[src/rtl/reg_hazard_scoreboard.sv]
// Hazard scoreboard: forwarding selects, ID stall, long-op busy/countdown.
// Ports: clk, reset (async high), ID sources, EX/MEM/WB one-hot write masks,
// long-op issue; outputs Stall, FwdRsSel/FwdRtSel, BusyMask, LongBusy,
// LongWbValid/LongWbRd. Optional macro STALL_COUNT_EN adds StallCount[15:0].
module reg_hazard_scoreboard #(
  parameter int LONG_LAT = 4,
  parameter int CNT_W    = 4
) (
  input  logic        clk,
  input  logic        reset,
  input  logic        IdValid,
  input  logic [4:0]  IdRs,
  input  logic [4:0]  IdRt,
  input  logic        IdUsesRs,
  input  logic        IdUsesRt,
  input  logic [31:0] ExRdMask,
  input  logic [31:0] MemRdMask,
  input  logic [31:0] WbRdMask,
  input  logic        ExIsLoad,
  input  logic        IssueLong,
  input  logic [4:0]  IssueLongRd,
  output logic        Stall,
  output logic [1:0]  FwdRsSel,
  output logic [1:0]  FwdRtSel,
  output logic [31:0] BusyMask,
`ifdef STALL_COUNT_EN
  output logic [15:0] StallCount,
`endif
  output logic        LongBusy,
  output logic        LongWbValid,
  output logic [4:0]  LongWbRd
);

  typedef enum logic [1:0] {
    IDLE = 2'd0,
    BUSY = 2'd1,
    DONE = 2'd2
  } state_t;

  state_t             state_q, state_d;
  logic [CNT_W-1:0]   cnt_q, cnt_d;
  logic [31:0]        busy_q, busy_d;
  logic [4:0]         wbrd_q, wbrd_d;

  // Register 0 is hardwired, so it never produces a hazard.
  function automatic logic hit(
    input logic        en,
    input logic [4:0]  r,
    input logic [31:0] m
  );
    return en & (r != 5'd0) & m[r];
  endfunction

  logic rs_ex, rs_mem, rs_wb, rs_busy;
  logic rt_ex, rt_mem, rt_wb, rt_busy;
  logic load_use, busy_use, struct_hz, waw_hz;
  logic accept;

  assign rs_ex   = hit(IdUsesRs, IdRs, ExRdMask);
  assign rs_mem  = hit(IdUsesRs, IdRs, MemRdMask);
  assign rs_wb   = hit(IdUsesRs, IdRs, WbRdMask);
  assign rs_busy = hit(IdUsesRs, IdRs, busy_q);
  assign rt_ex   = hit(IdUsesRt, IdRt, ExRdMask);
  assign rt_mem  = hit(IdUsesRt, IdRt, MemRdMask);
  assign rt_wb   = hit(IdUsesRt, IdRt, WbRdMask);
  assign rt_busy = hit(IdUsesRt, IdRt, busy_q);

  assign load_use  = ExIsLoad & (rs_ex | rt_ex);
  assign busy_use  = rs_busy | rt_busy;
  assign struct_hz = IssueLong & LongBusy;
  assign waw_hz    = IssueLong &
                     (ExRdMask[IssueLongRd] |
                      MemRdMask[IssueLongRd]);

  assign Stall = IdValid &
                 (load_use | busy_use | struct_hz | waw_hz);

  // Youngest producer wins: EX, then MEM, then WB.
  always_comb begin
    FwdRsSel = 2'd0;
    if (IdValid) begin
      if (rs_ex)       FwdRsSel = 2'd1;
      else if (rs_mem) FwdRsSel = 2'd2;
      else if (rs_wb)  FwdRsSel = 2'd3;
    end
  end

  always_comb begin
    FwdRtSel = 2'd0;
    if (IdValid) begin
      if (rt_ex)       FwdRtSel = 2'd1;
      else if (rt_mem) FwdRtSel = 2'd2;
      else if (rt_wb)  FwdRtSel = 2'd3;
    end
  end

  // Stall already blocks issue while BUSY (structural hazard).
  assign accept = IdValid & IssueLong & ~Stall;

  always_comb begin
    state_d = state_q;
    cnt_d   = cnt_q;
    busy_d  = busy_q;
    wbrd_d  = wbrd_q;
    unique case (state_q)
      IDLE, DONE: begin
        state_d = IDLE;
        if (accept) begin
          state_d = BUSY;
          cnt_d   = CNT_W'(LONG_LAT - 1);
          wbrd_d  = IssueLongRd;
          busy_d  = (IssueLongRd != 5'd0) ?
                    (32'd1 << IssueLongRd) : 32'd0;
        end
      end
      BUSY: begin
        cnt_d = cnt_q - CNT_W'(1);
        // Bit clears on entry to DONE so a dependent
        // instruction is released in the writeback cycle.
        if (cnt_q == CNT_W'(1)) begin
          state_d = DONE;
          busy_d  = 32'd0;
        end
      end
      default: state_d = IDLE;
    endcase
  end

  always_ff @(posedge clk or posedge reset) begin
    if (reset) begin
      state_q <= IDLE;
      cnt_q   <= '0;
      busy_q  <= '0;
      wbrd_q  <= '0;
    end else begin
      state_q <= state_d;
      cnt_q   <= cnt_d;
      busy_q  <= busy_d;
      wbrd_q  <= wbrd_d;
    end
  end

  assign BusyMask    = busy_q;
  assign LongBusy    = (state_q == BUSY);
  assign LongWbValid = (state_q == DONE);
  assign LongWbRd    = wbrd_q;

`ifdef STALL_COUNT_EN
  logic [15:0] scnt_q;

  always_ff @(posedge clk or posedge reset) begin
    if (reset) begin
      scnt_q <= '0;
    end else if (Stall && scnt_q != 16'hFFFF) begin
      scnt_q <= scnt_q + 16'd1;
    end
  end

  assign StallCount = scnt_q;
`endif

endmodule

[config.mk]
export PLATFORM = sky130hd
export DESIGN_NAME = reg_hazard_scoreboard
export DESIGN_NICKNAME = d
export VERILOG_FILES = /design/src/rtl/reg_hazard_scoreboard.sv
export SDC_FILE = /design/constraint.sdc
export NUM_CORES = 1
export LEC_CHECK = 0
export CAP_MARGIN = 5
export CORE_MARGIN = 3
export CORE_UTILIZATION = 47
export DETAILED_ROUTE_END_ITERATION = 10
export PLACE_DENSITY = 0.89
export SETUP_SLACK_MARGIN = 0.15
export SYNTH_ARGS = -nofsm -noshare
export SYNTH_HDL_FRONTEND = slang
export SYNTH_SLANG_ARGS = --single-unit
[constraint.sdc]
create_clock -name clk -period 4.1 [get_ports clk]
set_clock_uncertainty 0.1 [all_clocks]
set_input_delay 0.82 -clock clk [delete_from_list [all_inputs] [get_ports clk]]
set_output_delay 0.82 -clock clk [all_outputs]
set_load 0.05 [all_outputs]
==> metrics.yaml, run 1 <==
global_routing:
  grt.overflow.total: 0
  grt_pass1_vias: 5224
  grt_first_pass_wirelength_mm: 29.0
  track_usage_pct: 33.2
  globalRoute.busiestLayer: "met2"
  grtUsageMet1_pct: 42.5
  grt_start_max_net_pins: 44
  use_met3_pct: 10.8
  grtUsageMet2_pct: 52.9
  antenna_found_initial: 2
clock_tree:
  cts-root-buf: "clkbuf_8"
  cts_tree: "done"
  cts_sinks: 43
  hold_buffers: 0
  cts_buffers: 5
  clk_latency_ns: 0.31
  clk_pin_slew_ns: 0.08
  clockBufferDepth: 2
  htreeDepth: 2
min_path:
  whs_endpoint: "LongWbRd[0]"
  hold_path.class: "flip-flop to flip-flop"
  min_path_cells: 1
  min_from: "LongWbRd[0]"
finish:
  drive_gt1_share_pct: 27.6
  final_nets: 767
  num_antenna_cells: 0
  fin_util_pct: 77.0
  areaGrowthSynthToFinish_pct: 56.0
power_and_ir_drop:
  peakVddDrop_mv: 0.419
  netSwitchingPower_mw: 0.799
  finalPower_mw: 1.91
  clkPwrFrac_pct: 14.3
  pwr-share-seq_pct: 29.0
  internal-power_mw: 1.11
  power_density_mw_per_mm2: 263
  netSwitchingFraction_pct: 41.9
  leakagePower_nw: 3.29
  power_frac_comb_pct: 56.7
floorplan:
  coreArea_sq_mm: 0.00942
  die_w_um: 105
  row_count: 35
  die_area_sq_mm: 0.0111
  dieHeight_um: 105
  io-pin-count: 162
  initial_core_util_pct: 49.4
timing:
  period_needed_ns: 3.94
  tightest_slew_ns: 1.07
  report.final.hold_viol_count: 0
  period_share_pct: 96.1
  setup_viol: 0
  maxSlewViolCount: 0
  rsz0062_at_grt: "true"
  relSlewSlack_pct: 28.4
  maxClockFrequency_mhz: 254
worst_setup_path:
  required_ns: 3.18
  endpoint_kind: "output pin"
  reg2reg_slack_ns: 1.05
  reg2reg_depth: 12
  r2r_start: "state_q[0]"
  rr_endpoint: "LongWbRd[4]"
  critPathArrivalTime_ns: 3.02
  start_kind: "input port"
  path_class: "input port to output pin"
  crit_fanout: 3
job:
  maxCapViolations: 0
placement:
  dp_hpwl_mm: 14.0
  gp_congestion: 1.01
  port_buffers: 161
detailed_routing:
  drcViolationCount: 0
  routed_wl_mm: 18.8
  via_count: 5057
  viasPerCell: 6.51
  drt_iter0_drc: 573
  wl_per_cell_um: 24.2
  ant_nets: 0
  firstDrtPassIters: 5
synthesis:
  syn_avg_cell_area_sq_um: 10.3
  ys_ff_latch: 43
  yosys.cell_types.count: 53
  yosysTopAreaCell: "mux4_2"
  ys.warnings.count: 0
  synth_edf_count: 0
  syn_nets: 570
  ys.flop_type: "dfrtp_1"
  synth.area.top_cells: "mux4_2, dfrtp_1, mux2i_1"
  synth_top_area_share_pct: 28.6
  netlist_area_sq_mm: 0.00465
  syn_inst: 450
  seq_area_frac_synth_pct: 23.1
  synth-async-reset-ratio_pct: 100
run_status:
  status: "finished, final reports clean"
cell usage in the layout, fill, tap and decap left out, types with 11 or more instances in the layout:
cell type	synthesis	routed
buf_4	4	53
dlymetal6s2s_1	0	29
clkdlybuf4s50_1	0	103
dlygate4sd2_1	0	22
buf_12	0	11
nor3b_1	11	11
nor2b_1	11	11
nor2_1	25	24
dfrtp_1	43	43
mux2i_1	60	58
nand2_1	69	69
mux4_2	59	59
nor3_1	17	16
state kept, by name, indices dropped and copies added (netlist names):
register and flops:
BusyMask 32, LongWbRd 5, cnt_q 4, state_q 2
per-stage QoR:
stage                     cell area (sq um)  hold WS, ns  setup slack, ns  setup TNS [ns]  instances
after CTS                              7040        0.407            0.151               0        771
after floorplan                        4670        0.450          -0.0129         -0.0129        450
after detailed placement               6760        0.384           -0.105          -0.122        753
final                                  7250        0.403            0.160               0        777
after global placement                 6760        0.379          -0.0592         -0.0592        753
after global routing                   7250        0.424            0.109               0        777
cells by family after synthesis:
kind of cell,after synthesis,synth area share [%]
simple gates,170,18.4
mux,129,43.9
compound gates,56,9.15
buf+inv,48,4.52
flops,43,23.1
xor+xnor,2,0.377
fa+ha+maj,2,0.538
repair_timing:
action / in CTS / in global routing
setup endpoints to repair: 5 / 5
setup buffers: 6 / 5
resized for setup: 38 / 43
gates cloned: 4 / 1
pin swaps: 5 / 4
worst max path at each step:
stage / cells past startpoint / from / end
6_report: 8 / MemRdMask[5] / FwdRsSel[0]
5_1_grt: 10 / IssueLongRd[1] / Stall
4_1_cts: 8 / MemRdMask[19] / FwdRsSel[0]
3_5_place_dp: 10 / IdRt[1] / Stall
3_3_place_gp: 10 / IdRt[1] / Stall
2_1_floorplan: 8 / IdRs[0] / FwdRsSel[0]
layer usage:
| metal | vias to the layer above | share of wire (%) |
|---|---|---|
| li1 | 2148 | - |
| met1 | 2427 | 36 |
| met2 | 406 | 47 |
| met3 | 72 | 13 |
| met4 | 4 | 3.7 |
| met5 | - | 0.13 |
synthesized netlist by cell type (all sizes together), types with 2 or more instances:
| cell | count |
|---|---|
| ha | 2 |
| o31ai | 5 |
| nand3b | 5 |
| nand2 | 69 |
| dfrtp | 43 |
| or3 | 2 |
| o311ai | 3 |
| a32oi | 2 |
| a2111oi | 2 |
| clkbuf | 22 |
| a31oi | 3 |
| o21ai | 4 |
| mux2i | 60 |
| a211oi | 6 |
| nand2b | 5 |
| nor2b | 11 |
| buf | 19 |
| nor2 | 25 |
| or3b | 3 |
| nand3 | 4 |
| a22o | 3 |
| a211o | 3 |
| inv | 7 |
| and3 | 4 |
| mux2 | 10 |
| and2 | 5 |
| nor3b | 11 |
| a21oi | 10 |
| o221ai | 5 |
| mux4 | 59 |
| a22oi | 4 |
| nor3 | 17 |
worst max-delay path, stage by stage:
cell and delay (ns):
clkdlybuf4s50_1 0.46, mux4_2 0.48, mux4_2 0.49, mux2i_2 0.20, nand2b_1 0.08, nor2b_1 0.14
nor2_2 0.18, buf_12 0.17
cell type report:
type | count | area (sq um)
multi-input cells | 359 | 3480
repair buffers | 231 | 2420
fillers | 612 | 2160
flip-flops and latches | 43 | 1080
well taps | 129 | 161
clock buffers | 5 | 68.8
inverters | 7 | 26.3
clock inverters | 3 | 20.0
power groups by stage:
stage	clock network [mW]	registers, mW	logic [mW]
2_1_floorplan	0	0.704	0.451
3_3_place_gp	0	0.553	0.998
3_5_place_dp	0	0.559	1.02
4_1_cts	0.278	0.551	1.05
5_1_grt	0.294	0.562	1.14
6_report	0.273	0.552	1.08
No activity file was read; power rests on OpenSTA's default activity.
==> inputs of run 2 (changes only) <==
--- a/config.mk
+++ b/config.mk
@@ -6,6 +6,7 @@
 export NUM_CORES = 1
 export LEC_CHECK = 0
 export CAP_MARGIN = 5
+export CORE_ASPECT_RATIO = 1.75
 export CORE_MARGIN = 3
 export CORE_UTILIZATION = 47
 export DETAILED_ROUTE_END_ITERATION = 10
==> metrics.yaml, run 2 (same netlist as run 1, synthesis figures left out) <==
worst_setup_path:
  path_class: "input port to output pin"
  critPathArrivalTime_ns: 3.07
  crit_fanout: 3
  cpPeakStageDelay_ns: 0.52
  reg2reg_slack_ns: 1.15
  cp_cell_sequence: "clkdlybuf4s50_1 > mux4_2 > nor2_2 > o311ai_2 > and4_1 > a311oi_2 > nand3b_1 > and2_4 > buf_6"
  crit_path_top_delay_cell: "mux4_2"
  start_kind: "input port"
  endpoint_kind: "output pin"
  required_ns: 3.18
placement:
  gp_congestion: 0.960
  port_buffers: 161
  dp_hpwl_mm: 14.7
  placed_cells: 748
  place_area_sq_mm: 0.00675
clock_tree:
  cts_buffers: 5
  clk_pin_slew_ns: 0.06
  clk_latency_ns: 0.29
  cts_tree: "done"
  hold_buffers: 0
  clockBufferDepth: 2
  htreeDepth: 2
  cts-root-buf: "clkbuf_16"
  cts_sinks: 43
finish:
  layout_common_cells: "clkdlybuf4s50_1, nand2_1, mux4_2, mux2i_1, buf_4"
  final_common_cell: "clkdlybuf4s50_1"
  largest_reg_flops: 32
  drive_gt1_share_pct: 28.9
  final_area_sq_mm: 0.00742
  fill_cells: 620
  fin_cells: 773
  final_nets: 770
  num_antenna_cells: 0
  areaGrowthSynthToFinish_pct: 59.5
global_routing:
  track_usage_pct: 34.5
  grt_pass1_vias: 5250
  antenna_found_initial: 0
  grt_first_pass_wirelength_mm: 28.6
  grt_start_max_net_pins: 44
  grt.overflow.total: 0
detailed_routing:
  ant_nets: 0
  drt_iter0_drc: 483
  wl_per_cell_um: 24.9
  drcViolationCount: 0
  met2WireLength_mm: 10.3
  highest_layer: "met4"
  drt-met1-wl_mm: 6.22
  viasPerCell: 6.68
  via_count: 5167
  routed_wl_mm: 19.2
  firstDrtPassIters: 5
  dr_wl_met3_mm: 1.35
timing:
  period_share_pct: 97.2
  tns_ns: 0
  rsz0062_at_grt: "true"
  period_needed_ns: 3.99
  relSlewSlack_pct: 27.8
  tightest_slew_ns: 1.08
  report.final.hold_viol_count: 0
  maxSlewViolCount: 0
  hold_ws_ns: 0.396
  setup_viol: 0
  maxClockFrequency_mhz: 251
floorplan:
  die_w_um: 81.2
  row_count: 47
  die_area_sq_mm: 0.0112
  initial_core_util_pct: 48.8
  io-pin-count: 162
  dieHeight_um: 138
  coreArea_sq_mm: 0.00953
min_path:
  hold_path.class: "flip-flop to flip-flop"
power_and_ir_drop:
  leakagePower_nw: 3.47
  peakVddDrop_mv: 0.476
  power_density_mw_per_mm2: 275
job:
  maxCapViolations: 0
run_status:
  status: "finished, final reports clean"
-- run 2: final cells by class --
cell class              count  area [sq um]  area share (%)
multi-input cells         359          3510            47.3
clock inverters             3          15.0           0.202
flip-flops and latches     43          1080            14.5
clock buffers               5           125            1.69
inverters                   7          26.3           0.354
well taps                 122           153            2.06
repair buffers            234          2510            33.9
-- run 2: metrics by stage --
stage	power, mW	utilization, %	setup WS (ns)
6_report	2.04	77.8	0.115
2_1_floorplan	1.16	-	-0.0129
3_5_place_dp	1.59	70.9	-0.132
3_3_place_gp	1.56	70.9	-0.0702
4_1_cts	2.00	73.7	0.0555
5_1_grt	2.12	77.8	0.101
-- run 2: path summary, 6_finish.rpt --
| kind | start | to | cells past startpoint |
|---|---|---|---|
| min in group asynchronous | reset | BusyMask[6] | 3 |
| setup reg to reg | state_q[0] | LongWbRd[1] | 9 |
| hold reg to reg | LongWbRd[4] | LongWbRd[4] | 1 |
| hold / removal | LongWbRd[4] | LongWbRd[4] | 1 |
| setup / recovery | ExRdMask[20] | Stall | 9 |
| max in group asynchronous | reset | cnt_q[0] | 3 |
-- run 2: layer usage --
metal	GRT usage, %	vias to the layer above
met4	22.7	0
met1	37.5	2529
met5	0	-
met3	4.71	119
li1	-	2143
met2	61.1	376
-- run 2: power by group --
group          internal, mW  total, mW  leakage [nW]  switching (mW)
Combinational         0.502       1.09          2.82           0.590
Sequential            0.494      0.558         0.579          0.0634
Clock                 0.222      0.387        0.0733           0.165
Total                  1.22       2.04          3.47           0.818
-- run 2: critical path: cells and delay by family --
family | cells | cell delay [ns]
buffers and inverters | 2 | 0.65
and+or+nand+nor | 4 | 0.65
muxes | 1 | 0.52
AOI/OAI and AO/OA | 2 | 0.43
-- run 2: repair_timing --
item / CTS / global route
setup buffers: 2 / 11
resized for setup: 16 / 81
gates cloned: 2 / 2
setup endpoints to repair: 5 / 5
pin swaps: 5 / 13
==> inputs of run 3 (changes only) <==
--- a/config.mk
+++ b/config.mk
@@ -5,13 +5,11 @@
 export SDC_FILE = /design/constraint.sdc
 export NUM_CORES = 1
 export LEC_CHECK = 0
-export CAP_MARGIN = 5
-export CORE_ASPECT_RATIO = 1.75
 export CORE_MARGIN = 3
 export CORE_UTILIZATION = 47
 export DETAILED_ROUTE_END_ITERATION = 10
 export PLACE_DENSITY = 0.89
-export SETUP_SLACK_MARGIN = 0.15
+export SETUP_SLACK_MARGIN = 0.05
 export SYNTH_ARGS = -nofsm -noshare
 export SYNTH_HDL_FRONTEND = slang
 export SYNTH_SLANG_ARGS = --single-unit
==> metrics.yaml, run 3 (same netlist as run 1, synthesis figures left out) <==
power_and_ir_drop:
  internal-power_mw: 1.22
  clkPwrFrac_pct: 19.7
  peakVddDrop_mv: 0.538
  power_density_mw_per_mm2: 280
  netSwitchingFraction_pct: 39.4
  power_frac_comb_pct: 53.0
  leakagePower_nw: 3.12
  pwr-share-seq_pct: 27.3
  netSwitchingPower_mw: 0.796
floorplan:
  coreArea_sq_mm: 0.00942
  die_area_sq_mm: 0.0111
  initial_core_util_pct: 49.4
  die_w_um: 105
  io-pin-count: 162
  row_count: 35
  dieHeight_um: 105
finish:
  final_nets: 759
  drive_gt1_share_pct: 26.7
  fin_cells: 770
  layout_common_cells: "clkdlybuf4s50_1, nand2_1, mux4_2, mux2i_1"
  largest_reg_flops: 32
  fin_util_pct: 76.7
  areaGrowthSynthToFinish_pct: 55.3
  final_common_cell: "clkdlybuf4s50_1"
worst_setup_path:
  worstSetupStartpoint: "ExRdMask[3]"
  path_class: "input port to output pin"
  cp_top_family: "compound AO/OA/AOI/OAI gates"
  critPathBufInv: 2
  r2r_start: "BusyMask[15]"
  endpoint_kind: "output pin"
  cp.depth: 9
  cpPeakStageDelay_ns: 0.48
  required_ns: 3.18
  cp_cell_sequence: "clkdlybuf4s50_1 > mux4_2 > nand2b_1 > a32oi_2 > o221ai_2 > a311oi_2 > nand3b_1 > and2_1 > buf_6"
  critPathArrivalTime_ns: 3.13
  crit_fanout: 3
  reg2reg_depth: 10
  crit_path_top_delay_cell: "clkdlybuf4s50_1"
  start_kind: "input port"
placement:
  dp_hpwl_mm: 14.3
  port_buffers: 161
  gp_congestion: 1.05
  placed_cells: 754
timing:
  report.final.hold_viol_count: 0
  maxClockFrequency_mhz: 247
  maxSlewViolCount: 0
  setup_viol: 0
  tightest_slew_ns: 1.12
  tns_ns: 0
  hold_ws_ns: 0.407
  rsz0062_at_grt: "false"
  period_needed_ns: 4.05
  relSlewSlack_pct: 24.8
  period_share_pct: 98.7
global_routing:
  globalRoute.busiestLayer: "met2"
  grtUsageMet1_pct: 43.2
  grt_start_max_net_pins: 44
  antenna_found_initial: 1
  track_usage_pct: 32.8
  use_met3_pct: 6.86
  grt.overflow.total: 0
  grtUsageMet2_pct: 54.6
  grt_pass1_vias: 5147
  grt_first_pass_wirelength_mm: 28.8
detailed_routing:
  wl_per_cell_um: 24.4
  drcViolationCount: 0
  drt_iter0_drc: 524
  routed_wl_mm: 18.8
  via_count: 5042
  viasPerCell: 6.55
  firstDrtPassIters: 6
  ant_nets: 0
clock_tree:
  clk_latency_ns: 0.30
  htreeDepth: 2
  cts_sinks: 43
  clockBufferDepth: 2
  cts_tree: "done"
  hold_buffers: 0
  clk_pin_slew_ns: 0.09
  cts_buffers: 5
  cts-root-buf: "clkbuf_8"
job:
  maxCapViolations: 0
run_status:
  status: "finished, final reports clean"
min_path:
  min_path_cells: 1
  hold_path.class: "flip-flop to flip-flop"
  min_from: "LongWbRd[4]"
[run 3: layout make-up]
type	count	area, sq um
multi-input cells	359	3490
repair buffers	223	2330
fillers	602	2200
flip-flops and latches	43	1080
well taps	129	161
clock buffers	5	68.8
clock inverters	3	67.6
inverters	7	26.3
diodes	1	2.50
[run 3: power by group through the flow]
| stage | Clock, mW | Combinational [mW] | Sequential (mW) |
|---|---|---|---|
| CTS | 0.398 | 1.04 | 0.552 |
| floorplan | 0 | 0.450 | 0.704 |
| global placement | 0 | 0.996 | 0.553 |
| global route | 0.414 | 1.13 | 0.562 |
| finish | 0.398 | 1.07 | 0.552 |
| detailed placement | 0 | 1.02 | 0.559 |
[run 3: final timing paths]
check                                to  slack, ns
max                               Stall       0.05
min                         LongWbRd[4]       0.41
max reg2reg                BusyMask[25]       1.20
min reg2reg                 LongWbRd[4]       0.41
max in group asynchronous  BusyMask[31]       2.69
min in group asynchronous  BusyMask[17]       0.85
[run 3: repair_timing]
item	4_1_cts	5_1_grt
cloned	1	1
endpoints found under the setup margin	4	4
resized for setup	17	45
pin swaps	2	14
setup buffers	1	4
endpoints found under the hold margin	0	0
[run 3: per-layer routing]
metal  vias to the layer above  part of all wire [%]
met3                        65                    12
li1                       2127                     -
met4                         0                   3.3
met1                      2445                    36
met5                         -                     0
met2                       405                    48
[run 3: per-stage QoR]
stage               setup WS [ns]  instance area, sq um  power, mW
floorplan                 -0.0129                  4660       1.15
global placement          -0.0651                  6760       1.55
detailed placement         -0.108                  6760       1.57
CTS                        0.0583                  7000       1.99
global route               0.0502                  7220       2.11
finish                     0.0516                  7220       2.02
